### src/rtl/st_packets_to_bytes_encoder_pkg.sv
// Shared constants, FSM state type and reserved-byte test for the
// Avalon-ST packet to byte-stream encoder.
package st_bytes_pkg;

  localparam logic [7:0] SOP     = 8'h7A;
  localparam logic [7:0] EOP     = 8'h7B;
  localparam logic [7:0] CHAN    = 8'h7C;
  localparam logic [7:0] ESC     = 8'h7D;
  localparam logic [7:0] ESC_XOR = 8'h20;

  // Each state names the byte currently presented on out_data.
  typedef enum logic [2:0] {
    IDLE,
    CHAN_MK,
    CHAN_ESC,
    CHAN_VAL,
    SOP_MK,
    EOP_MK,
    DATA_ESC,
    DATA
  } state_t;

  function automatic logic is_reserved(input logic [7:0] b);
    return (b >= SOP) && (b <= ESC);
  endfunction

endpackage

### src/rtl/st_packets_to_bytes_encoder_if.sv
// Input packet stream and output byte stream of the encoder, bundled
// so the encoder and its environment connect through one port.
interface st_packets_to_bytes_encoder_if #(
  parameter int CHANNEL_WIDTH = 8
);

  logic                     in_ready;
  logic                     in_valid;
  logic [7:0]               in_data;
  logic                     in_startofpacket;
  logic                     in_endofpacket;
  logic [CHANNEL_WIDTH-1:0] in_channel;
  logic                     out_ready;
  logic                     out_valid;
  logic [7:0]               out_data;

  modport master (
    input  in_ready,
    output in_valid, in_data, in_startofpacket, in_endofpacket, in_channel,
    output out_ready,
    input  out_valid, out_data
  );

  modport slave (
    output in_ready,
    input  in_valid, in_data, in_startofpacket, in_endofpacket, in_channel,
    input  out_ready,
    output out_valid, out_data
  );

endinterface

### src/rtl/st_packets_to_bytes_encoder_escaper.sv
// Combinational escaper: flags a reserved byte and supplies the value that
// follows the ESC marker on the wire.
module st_byte_escaper
  import st_bytes_pkg::*;
(
  input  logic [7:0] din,
  output logic       need_esc,
  output logic [7:0] dout
);

  assign need_esc = is_reserved(din);
  assign dout     = need_esc ? (din ^ ESC_XOR) : din;

endmodule

### src/rtl/st_packets_to_bytes_encoder.sv
// Serialises an Avalon-ST packet stream into a byte stream with in-band
// channel, SOP/EOP markers and escaping of reserved values.
//
// state    | meaning
// IDLE     | nothing presented, ready for a new beat
// CHAN_MK  | presenting channel marker 0x7C
// CHAN_ESC | presenting ESC before a reserved channel value
// CHAN_VAL | presenting the (possibly escaped) channel value
// SOP_MK   | presenting start-of-packet marker 0x7A
// EOP_MK   | presenting end-of-packet marker 0x7B
// DATA_ESC | presenting ESC before a reserved data byte
// DATA     | presenting the (possibly escaped) data byte
module st_packets_to_bytes_encoder
  import st_bytes_pkg::*;
#(
  parameter int CHANNEL_WIDTH  = 8,
  parameter int ENCODE_CHANNEL = 1
) (
  input logic                         clk,
  input logic                         reset_n,
  st_packets_to_bytes_encoder_if.slave bus
);

  state_t     state, state_nxt, first_state;
  logic [7:0] h_data, h_chan, last_chan;
  logic       h_sop, h_eop, chan_valid;
  logic [7:0] in_chan_ext;
  logic [7:0] n_data, n_chan;
  logic       n_sop, n_eop;
  logic       accept, xfer, need_chan;
  logic       chan_esc, data_esc;
  logic [7:0] chan_enc, data_enc;
  logic [7:0] out_byte;

  always_comb begin
    in_chan_ext                    = '0;
    in_chan_ext[CHANNEL_WIDTH-1:0] = bus.in_channel;
  end

  assign bus.in_ready = reset_n && ((state == IDLE) || ((state == DATA) && bus.out_ready));
  assign accept       = bus.in_valid && bus.in_ready;
  assign xfer         = bus.out_valid && bus.out_ready;

  // Beat that will sit in the hold register after this edge; lets the first
  // byte of a freshly accepted beat be registered in the same cycle.
  assign n_data = accept ? bus.in_data          : h_data;
  assign n_chan = accept ? in_chan_ext          : h_chan;
  assign n_sop  = accept ? bus.in_startofpacket : h_sop;
  assign n_eop  = accept ? bus.in_endofpacket   : h_eop;

  assign need_chan = (ENCODE_CHANNEL != 0) && n_sop && (!chan_valid || (n_chan != last_chan));

  st_byte_escaper u_chan_esc (
    .din      (n_chan),
    .need_esc (chan_esc),
    .dout     (chan_enc)
  );

  st_byte_escaper u_data_esc (
    .din      (n_data),
    .need_esc (data_esc),
    .dout     (data_enc)
  );

  always_comb begin
    if (need_chan)     first_state = CHAN_MK;
    else if (n_sop)    first_state = SOP_MK;
    else if (n_eop)    first_state = EOP_MK;
    else if (data_esc) first_state = DATA_ESC;
    else               first_state = DATA;
  end

  always_ff @(posedge clk) begin
    if (!reset_n) begin
      state         <= IDLE;
      bus.out_valid <= 1'b0;
      bus.out_data  <= 8'h00;
      h_data        <= 8'h00;
      h_chan        <= 8'h00;
      h_sop         <= 1'b0;
      h_eop         <= 1'b0;
      chan_valid    <= 1'b0;
      last_chan     <= 8'h00;
    end else begin
      state         <= state_nxt;
      bus.out_valid <= (state_nxt != IDLE);
      bus.out_data  <= out_byte;
      if (accept) begin
        h_data <= bus.in_data;
        h_chan <= in_chan_ext;
        h_sop  <= bus.in_startofpacket;
        h_eop  <= bus.in_endofpacket;
      end
      if ((state == CHAN_VAL) && xfer) begin
        last_chan  <= h_chan;
        chan_valid <= 1'b1;
      end
    end
  end

  always_comb begin
    state_nxt = state;
    case (state)
      IDLE:     if (accept) state_nxt = first_state;
      CHAN_MK:  if (xfer) state_nxt = chan_esc ? CHAN_ESC : CHAN_VAL;
      CHAN_ESC: if (xfer) state_nxt = CHAN_VAL;
      CHAN_VAL: if (xfer) state_nxt = SOP_MK;
      SOP_MK: begin
        if (xfer) begin
          if (n_eop)         state_nxt = EOP_MK;
          else if (data_esc) state_nxt = DATA_ESC;
          else               state_nxt = DATA;
        end
      end
      EOP_MK:   if (xfer) state_nxt = data_esc ? DATA_ESC : DATA;
      DATA_ESC: if (xfer) state_nxt = DATA;
      DATA:     if (xfer) state_nxt = accept ? first_state : IDLE;
      default:  state_nxt = IDLE;
    endcase
  end

  always_comb begin
    out_byte = 8'h00;
    case (state_nxt)
      CHAN_MK:  out_byte = CHAN;
      CHAN_ESC: out_byte = ESC;
      CHAN_VAL: out_byte = chan_enc;
      SOP_MK:   out_byte = SOP;
      EOP_MK:   out_byte = EOP;
      DATA_ESC: out_byte = ESC;
      DATA:     out_byte = data_enc;
      default:  out_byte = 8'h00;
    endcase
  end

endmodule
### src/flat_wrapper.sv
// flat-port wrapper written by rule: the top's interface ports become plain ports
module st_packets_to_bytes_encoder_flat import st_bytes_pkg::*;
#(
  parameter int CHANNEL_WIDTH  = 8,
  parameter int ENCODE_CHANNEL = 1
)
  (clk, reset_n, bus_in_ready, bus_in_valid, bus_in_data, bus_in_startofpacket, bus_in_endofpacket, bus_in_channel, bus_out_ready, bus_out_valid, bus_out_data);
  st_packets_to_bytes_encoder_if #(.CHANNEL_WIDTH(CHANNEL_WIDTH)) bus_i ();
  input logic clk;
  input logic reset_n;
  output wire logic [$bits(bus_i.in_ready)-1:0] bus_in_ready;
  input wire logic [$bits(bus_i.in_valid)-1:0] bus_in_valid;
  input wire logic [$bits(bus_i.in_data)-1:0] bus_in_data;
  input wire logic [$bits(bus_i.in_startofpacket)-1:0] bus_in_startofpacket;
  input wire logic [$bits(bus_i.in_endofpacket)-1:0] bus_in_endofpacket;
  input wire logic [$bits(bus_i.in_channel)-1:0] bus_in_channel;
  input wire logic [$bits(bus_i.out_ready)-1:0] bus_out_ready;
  output wire logic [$bits(bus_i.out_valid)-1:0] bus_out_valid;
  output wire logic [$bits(bus_i.out_data)-1:0] bus_out_data;
  assign bus_in_ready = bus_i.in_ready;
  assign bus_i.in_valid = bus_in_valid;
  assign bus_i.in_data = bus_in_data;
  assign bus_i.in_startofpacket = bus_in_startofpacket;
  assign bus_i.in_endofpacket = bus_in_endofpacket;
  assign bus_i.in_channel = bus_in_channel;
  assign bus_i.out_ready = bus_out_ready;
  assign bus_out_valid = bus_i.out_valid;
  assign bus_out_data = bus_i.out_data;
  st_packets_to_bytes_encoder #(.CHANNEL_WIDTH(CHANNEL_WIDTH), .ENCODE_CHANNEL(ENCODE_CHANNEL)) u_core (.clk(clk), .reset_n(reset_n), .bus(bus_i));
endmodule
### config.mk
export PLATFORM = sky130hd
export DESIGN_NAME = st_packets_to_bytes_encoder_flat
export DESIGN_NICKNAME = d
export VERILOG_FILES = /design/src/rtl/st_packets_to_bytes_encoder_pkg.sv /design/src/rtl/st_packets_to_bytes_encoder_if.sv /design/src/rtl/st_packets_to_bytes_encoder_escaper.sv /design/src/rtl/st_packets_to_bytes_encoder.sv /design/src/flat_wrapper.sv
export SDC_FILE = /design/constraint.sdc
export NUM_CORES = 1
export LEC_CHECK = 0
export CAP_MARGIN = 30
export CELL_PAD_IN_SITES_DETAIL_PLACEMENT = 0
export CELL_PAD_IN_SITES_GLOBAL_PLACEMENT = 2
export CORE_AREA = 10 10 91 93
export DETAILED_ROUTE_END_ITERATION = 8
export DIE_AREA = 0 0 101 103
export PLACE_DENSITY_LB_ADDON = 0.1
export SLEW_MARGIN = 20
export SYNTH_ARGS = -nofsm -noshare
export SYNTH_HDL_FRONTEND = slang
export SYNTH_SLANG_ARGS = --single-unit
### constraint.sdc
create_clock -name clk -period 3.05 [get_ports clk]
set_input_delay 0.61 -clock clk [delete_from_list [all_inputs] [get_ports clk]]
set_output_delay 0.61 -clock clk [all_outputs]
set_load 0.1 [all_outputs]
==> summary.md, run 1 <==
| Metric | Value |
|---|---|
| Longest Clk Path Bufs | 2 |
| Final hold vios | 0 |
| Most common cell after layout, fill and taps aside | nor2_1 |
| Syn avg cell area | 9.10 sq um |
| Core area | 0.00657 sq mm |
| Setup tns final | 0 ps |
| Layout cells sized above 1 | 19.0% |
| Yosys Warn Count | 0 |
| Reg clk slew, reported paths | 80 ps |
| FF+latch count, synth | 38 |
| Cells along the critical path | clkdlybuf4s50_1, and4_4, o21bai_1, nor4_1, a2bb2oi_2, a31o_1, mux2_2, a31oi_1 |
| Setup Viol. Count Final | 0 |
| Residual DRC | 0 |
| Startpoint Class | primary input |
| Yosys top cell area share | 37.6% |
| LEAKAGE | 1.00 nW |
| Via total after detailed routing | 1719 |
| Area leader, netlist | dfxtp_1 |
| Syn nets | 244 |
| Die Wd | 101 um |
| RSZ-0062 raised after global routing | no |
| Cell variety after synth | 53 |
| Top area cells in the synthesized netlist | dfxtp_1, mux2i_1, nor2_1 |
| Pwr/cell area | 802 mW/mm^2 |
| Root buf cell | clkbuf_8 |
| Initial DRC Count | 104 |
| Die ar. | 0.0104 sq mm |
| CTS Buf Count | 5 |
| Flop pwr share | 30.9% |
| Initial antenna violation count | 0 |
| Commonest cells after routing, fill and taps aside | nor2_1, dfxtp_1, buf_4 |
| Crit path largest cell delay | 510 ps |
| Combinational share of power | 51.5% |
| Worst skew pair latency | 290 ps |
| Max Clock Skew | 13.4 ps |
| Clk pwr share | 17.6% |
| P_int | 0.00114 W |
| Antenna viol nets, final | 0 |
| Top_reg_cell synth | dfxtp_1 |
| PortBufs | 31 |
| # hold bufs at CTS | 0 |
| Worst Setup SP | bus_out_ready |
| Worst Path Required | 3270 ps |
| Pre-Repair DR Iteration Count | 4 |
| CTS tree | built |
| Number of flops mapped to enable cells by yosys | 0 |
| Grt ovf | 0 |
| Total Nets Final | 289 |
| Fillers | 687 |
| Final Cycle Share | 93.0% |
| Max Clock Freq | 0.353 GHz |
| Synth Cell Area | 0.00202 sq mm |
| Pin count of the biggest net entering global routing | 28 |
| Outcome | completed |
| Count of maximum capacitance violations | 0 |
| Slew Limit Fails | 0 |
| Net switching power | 0.000937 W |
| First-pass GRT wire length | 9.19 mm |
| Sw Ratio | 45.1% |
| CTS sink cnt | 38 |
| Worst path top cell family by delay | compound AO/OA/AOI/OAI gates |
| # IOs | 32 |
| Max_slew headroom | 72.9% |
| Initial Util | 30.8% |
| Dpl ws | -148 ps |
| Post-synth ARST share | 0% |
| Post-Syn Instances | 222 |
| # diodes | 0 |
| CP endpoint kind | flip-flop |
| DP Wirelength | 4.43 mm |
| RR Startpoint | u_core.state[1]$_SDFF_PN0_ |
| Critical Path Fanout Max | 8 |
| Crit path max-delay cell type | clkdlybuf4s50_1 |
| Peak supply drop | 0.375 mV |
| P&R area growth vs syn | 28.0% |
| CP arrival | 3060 ps |
| Fin Hold WS | 511 ps |
| WL final | 5.56 mm |
| Buffers & Inverters on Critical Path | 1 |
| Die height | 103 um |
| Number of global-route vias before repair | 1728 |
| Routed WL per cell | 16.0 um |
| Via density | 4.94 |
| RD Place Congestion | 0.806 |
| H-tree level count | 2 |
| Hold Startpoint | u_core.h_data[0]$_SDFF_PN0_ |
| Setup CP Type | in -> reg |
| Type of the most critical hold path | reg -> reg |
| Sequential area share after synthesis | 37.6% |
| Core Rows | 30 |
| Min Tclk post-route | 2840 ps |
| Fin worst setup slack | 214 ps |
| Tightest Pin Transition | 403 ps |
| Total track usage | 11.3% |
## tightest hold or removal path, cell delays in order (launching register included)
cell and delay (ps):
dfxtp_1 310, mux2i_1 80, nor2_1 90
## through the flow
stage / cell area, sq um / power, W / instances / utilization [%]
CTS: 2580 / 0.00209 / 348 / 39.4
finish: 2590 / 0.00207 / 348 / 39.4
detailed placement: 2490 / 0.00172 / 340 / 37.9
global route: 2590 / 0.00221 / 348 / 39.4
floorplan: 2020 / 0.00145 / 222 / -
global placement: 2490 / 0.00174 / 340 / 37.9
## path summary, 6_finish.rpt
| check | endpoint | slack (ps) | cells past startpoint |
|---|---|---|---|
| min | u_core.h_data[0]$_SDFF_PN0_ | 510 | 2 |
| max | u_core.bus.out_data[6]$_SDFF_PN0_ | 210 | 8 |
| max reg2reg | u_core.bus.out_data[6]$_SDFF_PN0_ | 460 | 7 |
| min reg2reg | u_core.h_data[0]$_SDFF_PN0_ | 510 | 2 |
## synth_stat cells, drive strengths merged (5+ instances only)
cell type / n
nor2: 41
inv: 9
a31oi: 6
nand3: 5
a21oi: 8
nand2: 11
buf: 9
dfxtp: 38
mux2i: 25
xnor2: 13
## flip-flops by register name, indices dropped and copies added, names as in the netlist
name,cells
u_core.chan_valid,1
u_core.bus.out_valid,1
u_core.h_eop,1
u_core.state,3
u_core.bus.out_data,8
u_core.h_chan,8
u_core.last_chan,8
u_core.h_data,8
## metal layers
metal	part of all wire (%)	global-route usage (%)
met1	47	14.8
met2	48	17.4
met3	3.7	3.22
met4	1.2	3.22
met5	0	0
## power groups by stage
stage | Clock [W] | Combinational [W] | Sequential [W]
6_report | 0.000366 | 0.00107 | 0.000641
5_1_grt | 0.000406 | 0.00115 | 0.000653
4_1_cts | 0.000381 | 0.00107 | 0.000641
3_5_place_dp | 0 | 0.00107 | 0.000653
3_3_place_gp | 0 | 0.00108 | 0.000655
2_1_floorplan | 0 | 0.000543 | 0.000904
## area by class of cell
class                      instances  area, sq um  area share [%]
inverter                           9         33.8            1.31
tap                               80          100            3.87
clock buffer                       6         82.6            3.19
sequential                        38          761            29.4
clock inverter                     2         12.5           0.484
timing repair buffer              50          453            17.5
multi-input combinational        163         1140            44.2
## cell families (layout without fill, tap and decap cells)
logic type / after synthesis / count (layout) / synth area share (%)
AOI/OAI and AO/OA: 41 / 41 / 17.1
xor gates and xnor gates: 14 / 14 / 6.07
buffers and inverters: 21 / 67 / 5.82
DFF: 38 / 38 / 37.6
muxes: 29 / 29 / 14.8
and+or+nand+nor: 79 / 79 / 18.6
## timing repair
action,4_1_cts,5_1_grt
resized for setup,0,1
endpoints found under the setup margin,0,1
setup buffers,0,0
(Power assumes the default switching activity.)
==> run 2, diff against run 1 <==
Settings changed: HOLD_SLACK_MARGIN from default to 0.08.
==> results of run 2 <==
No change in the layout: final DEF, timing and power equal those of run 1.
==> run 3, diff against run 2 <==
Settings changed: CORE_AREA 10 10 91 93 to 10 10 92 94, DIE_AREA 0 0 101 103 to 0 0 102 104, SYNTH_HIERARCHICAL from default to 1.
==> summary.md, run 3 <==
| Metric | Value |
|---|---|
| Syn nets | 252 (+3.3%) |
| Setup CP Type | reg -> reg |
| Buffers & Inverters on Critical Path | 1 (unchanged) |
| Initial antenna violation count | 0 (unchanged) |
| Longest Clk Path Bufs | 2 (unchanged) |
| Tightest Pin Transition | 380 ps (-23.1 ps) |
| Final non-filler cell total | 367 (+5.5%) |
| Core Rows | 30 (unchanged) |
| Slew Limit Fails | 0 (unchanged) |
| Post-synth ARST share | 0% (unchanged) |
| Most common cell after layout, fill and taps aside | buf_4 |
| H-tree level count | 2 (unchanged) |
| Via total after detailed routing | 1728 (+0.52%) |
| Pin count of the biggest net entering global routing | 37 (+32%) |
| # diodes | 0 (unchanged) |
| Core area | 0.00668 sq mm (+1.7%) |
| Root buf cell | clkbuf_8 |
| Residual DRC | 0 (unchanged) |
| Total track usage | 10.7% (-0.57 points) |
| Worst Path Required | 3240 ps (-30 ps) |
| Number of global-route vias before repair | 1786 (+3.4%) |
| Routed WL per cell | 15.1 um (-5.5%) |
| Number of flops mapped to enable cells by yosys | 0 (unchanged) |
| DP Wirelength | 4.16 mm (-6.1%) |
| Top cells by count, synth | dfxtp_1, mux2i_1, and2_1, nor2b_1, buf_4 |
| CTS sink cnt | 38 (unchanged) |
| Fillers | 701 (+2.0%) |
| Synth Cell Area | 0.00216 sq mm (+6.7%) |
| Dpl ws | -560 ps (-412 ps) |
| FF+latch count, synth | 38 (unchanged) |
| Cells along the critical path | or3_4, a21oi_4, buf_12, mux2_4, and4b_1, and3_4, nor3_2, o21ai_1, o21ai_1, a31oi_1, o21ai_1, a31oi_4, nor2_2, o31a_1 |
| Yosys Warn Count | 6 (+6) |
| Worst path top cell family by delay | compound AO/OA/AOI/OAI gates |
| Initial DRC Count | 57 (-45%) |
| Post-Syn Instances | 230 (+3.6%) |
| Top area cells in the synthesized netlist | dfxtp_1, mux2i_1, mux2_2 |
| Top_reg_cell synth | dfxtp_1 |
| LEAKAGE | 1.19 nW (+19%) |
| Final hold vios | 0 (unchanged) |
| Antenna viol nets, final | 0 (unchanged) |
| PortBufs | 31 (unchanged) |
| Via density | 4.71 (-4.7%) |
| Worst skew pair latency | 290 ps (about the same) |
| # IOs | 32 (unchanged) |
| Most common cell in the netlist | dfxtp_1 |
| Layout cells sized above 1 | 33.8% (+15 points) |
| Pwr/cell area | 638 mW/mm^2 (-20%) |
| Syn avg cell area | 9.38 sq um (+3.0%) |
| Fin Hold WS | 471 ps (-40.3 ps) |
| Final Cycle Share | 101% (+7.7 points) |
| Max_slew headroom | 74.0% (+1.1 points) |
| Failing checks | setup timing |
| WL final | 5.54 mm (-0.36%) |
| First-pass GRT wire length | 9.09 mm (-1.1%) |
| Crit path largest cell delay | 400 ps (-110 ps) |
| Worst Setup SP | u_core/state[1]$_SDFF_PN0_ |
| RR Startpoint | u_core/state[1]$_SDFF_PN0_ |
| Startpoint Class | flip-flop |
| Number of instances in the placed design | 348 (+2.4%) |
| Yosys top cell area share | 35.3% (-2.4 points) |
| Crit path max-delay cell type | or3_4 |
| Cell variety after synth | 47 (-11%) |
| Sequential area share after synthesis | 35.3% (-2.4 points) |
| RD Place Congestion | 0.740 (-8.2%) |
| P&R area growth vs syn | 35.1% |
| Cell mode on critical path | o21ai_1 |
| Min Tclk post-route | 3070 ps (+236 ps) |
| CTS Buf Count | 5 (unchanged) |
| Setup Viol. Count Final | 2 (+2) |
| CP arrival | 3260 ps (+200 ps) |
| Crit path depth | 14 (+6) |
| Commonest cells after routing, fill and taps aside | buf_4, dfxtp_1, mux2i_1 |
| CP endpoint kind | flip-flop |
| Reg2Reg Setup Slack | -20 ps (-480 ps) |
| Total Nets Final | 308 (+6.6%) |
| Crit path to | u_core/bus.out_data[0]$_SDFF_PN0_ |
| RSZ-0062 raised after global routing | yes |
| Die height | 104 um (+0.97%) |
| Die Wd | 102 um (+0.99%) |
| Max Clock Freq | 0.326 GHz (-7.7%) |
| Count of maximum capacitance violations | 0 (unchanged) |
| Initial Util | 32.3% (+1.5 points) |
| Peak supply drop | 0.588 mV (+57%) |
| Area leader, netlist | dfxtp_1 |
| CTS tree | built |
| Type of the most critical hold path | reg -> reg |
| Fin worst setup slack | -21.8 ps (-236 ps) |
| Max Clock Skew | 3.84 ps (-9.60 ps) |
| Grt ovf | 0 (unchanged) |
| Reg clk slew, reported paths | 80 ps (about the same) |
| Crit Reg-Reg Endpoint | u_core/bus.out_data[0]$_SDFF_PN0_ |
| Die ar. | 0.0106 sq mm (+2.0%) |
| Critical Path Fanout Max | 7 (-1) |
| Outcome | finished with violations |
| Pre-Repair DR Iteration Count | 4 (unchanged) |
| R2R depth | 14 (+7) |
## run 3: cell count changes in the layout (fill, tap and decap cells not counted), sizes merged, moves of 8 or more
cell    delta
buf       +24
nor2b     +18
a21boi     +8
xnor2     -12
mux2      +11
nor2      -30
and2      +14
## run 3: per-stage QoR
step | util [%] | TNS (ps) | total power, W | instance area, sq um
final | 43.6 | -35.2 | 0.00186 | 2910
after global routing | 43.6 | -1220 | 0.00196 | 2910
after CTS | 43.2 | -83.2 | 0.00187 | 2880
after detailed placement | 39.9 | -4970 | 0.00144 | 2670
after global placement | 39.9 | -4540 | 0.00145 | 2670
after floorplan | - | -594 | 0.00121 | 2190
## run 3: power breakdown
part           switching, W  internal, W
logic              0.000539     0.000366
registers         0.0000307     0.000558
clock network      0.000184     0.000182
## run 3: worst min-delay path by stage
stage                                         from                              to  cells past startpoint
global placement    u_core/chan_valid$_SDFFE_PN0P_  u_core/chan_valid$_SDFFE_PN0P_                      1
global route        u_core/chan_valid$_SDFFE_PN0P_  u_core/chan_valid$_SDFFE_PN0P_                      1
finish              u_core/chan_valid$_SDFFE_PN0P_  u_core/chan_valid$_SDFFE_PN0P_                      1
CTS                 u_core/chan_valid$_SDFFE_PN0P_  u_core/chan_valid$_SDFFE_PN0P_                      1
detailed placement  u_core/chan_valid$_SDFFE_PN0P_  u_core/chan_valid$_SDFFE_PN0P_                      1
floorplan           u_core/chan_valid$_SDFFE_PN0P_  u_core/chan_valid$_SDFFE_PN0P_                      1
## run 3: area by class of cell
cell class	count	area, sq um	area share [%]
Clock buffer	6	82.6	2.83
Clock inverter	2	12.5	0.429
Inverter	6	22.5	0.773
Multi-Input combinational cell	161	1260	43.4
Sequential cell	38	764	26.2
Tap cell	80	100	3.43
Timing Repair Buffer	74	667	22.9
## run 3: metal layers
layer	track usage, %	share of wire, %
met5	0	0
met1	13.6	48
met2	17.0	46
met3	3.06	4.7
met4	3.02	0.87
## run 3: logic make-up (layout without fill, tap and decap cells)
group | count (synthesis) | in the layout | synth area share, %
AOI/OAI and AO/OA | 34 | 34 | 13.2
xor gates and xnor gates | 7 | 7 | 2.84
buffers and inverters | 31 | 88 | 8.64
DFF | 38 | 38 | 35.3
muxes | 35 | 35 | 17.1
and+or+nand+nor | 85 | 85 | 22.9
## run 3: worst reg2reg max path, delay by kind of cell (launching register included)
| kind | cells | cell delay, ps |
|---|---|---|
| muxes | 1 | 300 |
| AOI/OAI and AO/OA | 7 | 1220 |
| buffers and inverters | 1 | 160 |
| DFF | 1 | 330 |
| and+or+nand+nor | 5 | 950 |
## run 3: timing repair
item / 4_1_cts / 5_1_grt
resized for setup: 9 / 14
cloned: 1 / 0
hold buffers: 0 / 0
setup buffers: 8 / 3
endpoints found under the setup margin: 10 / 10
pin swaps: 10 / 7
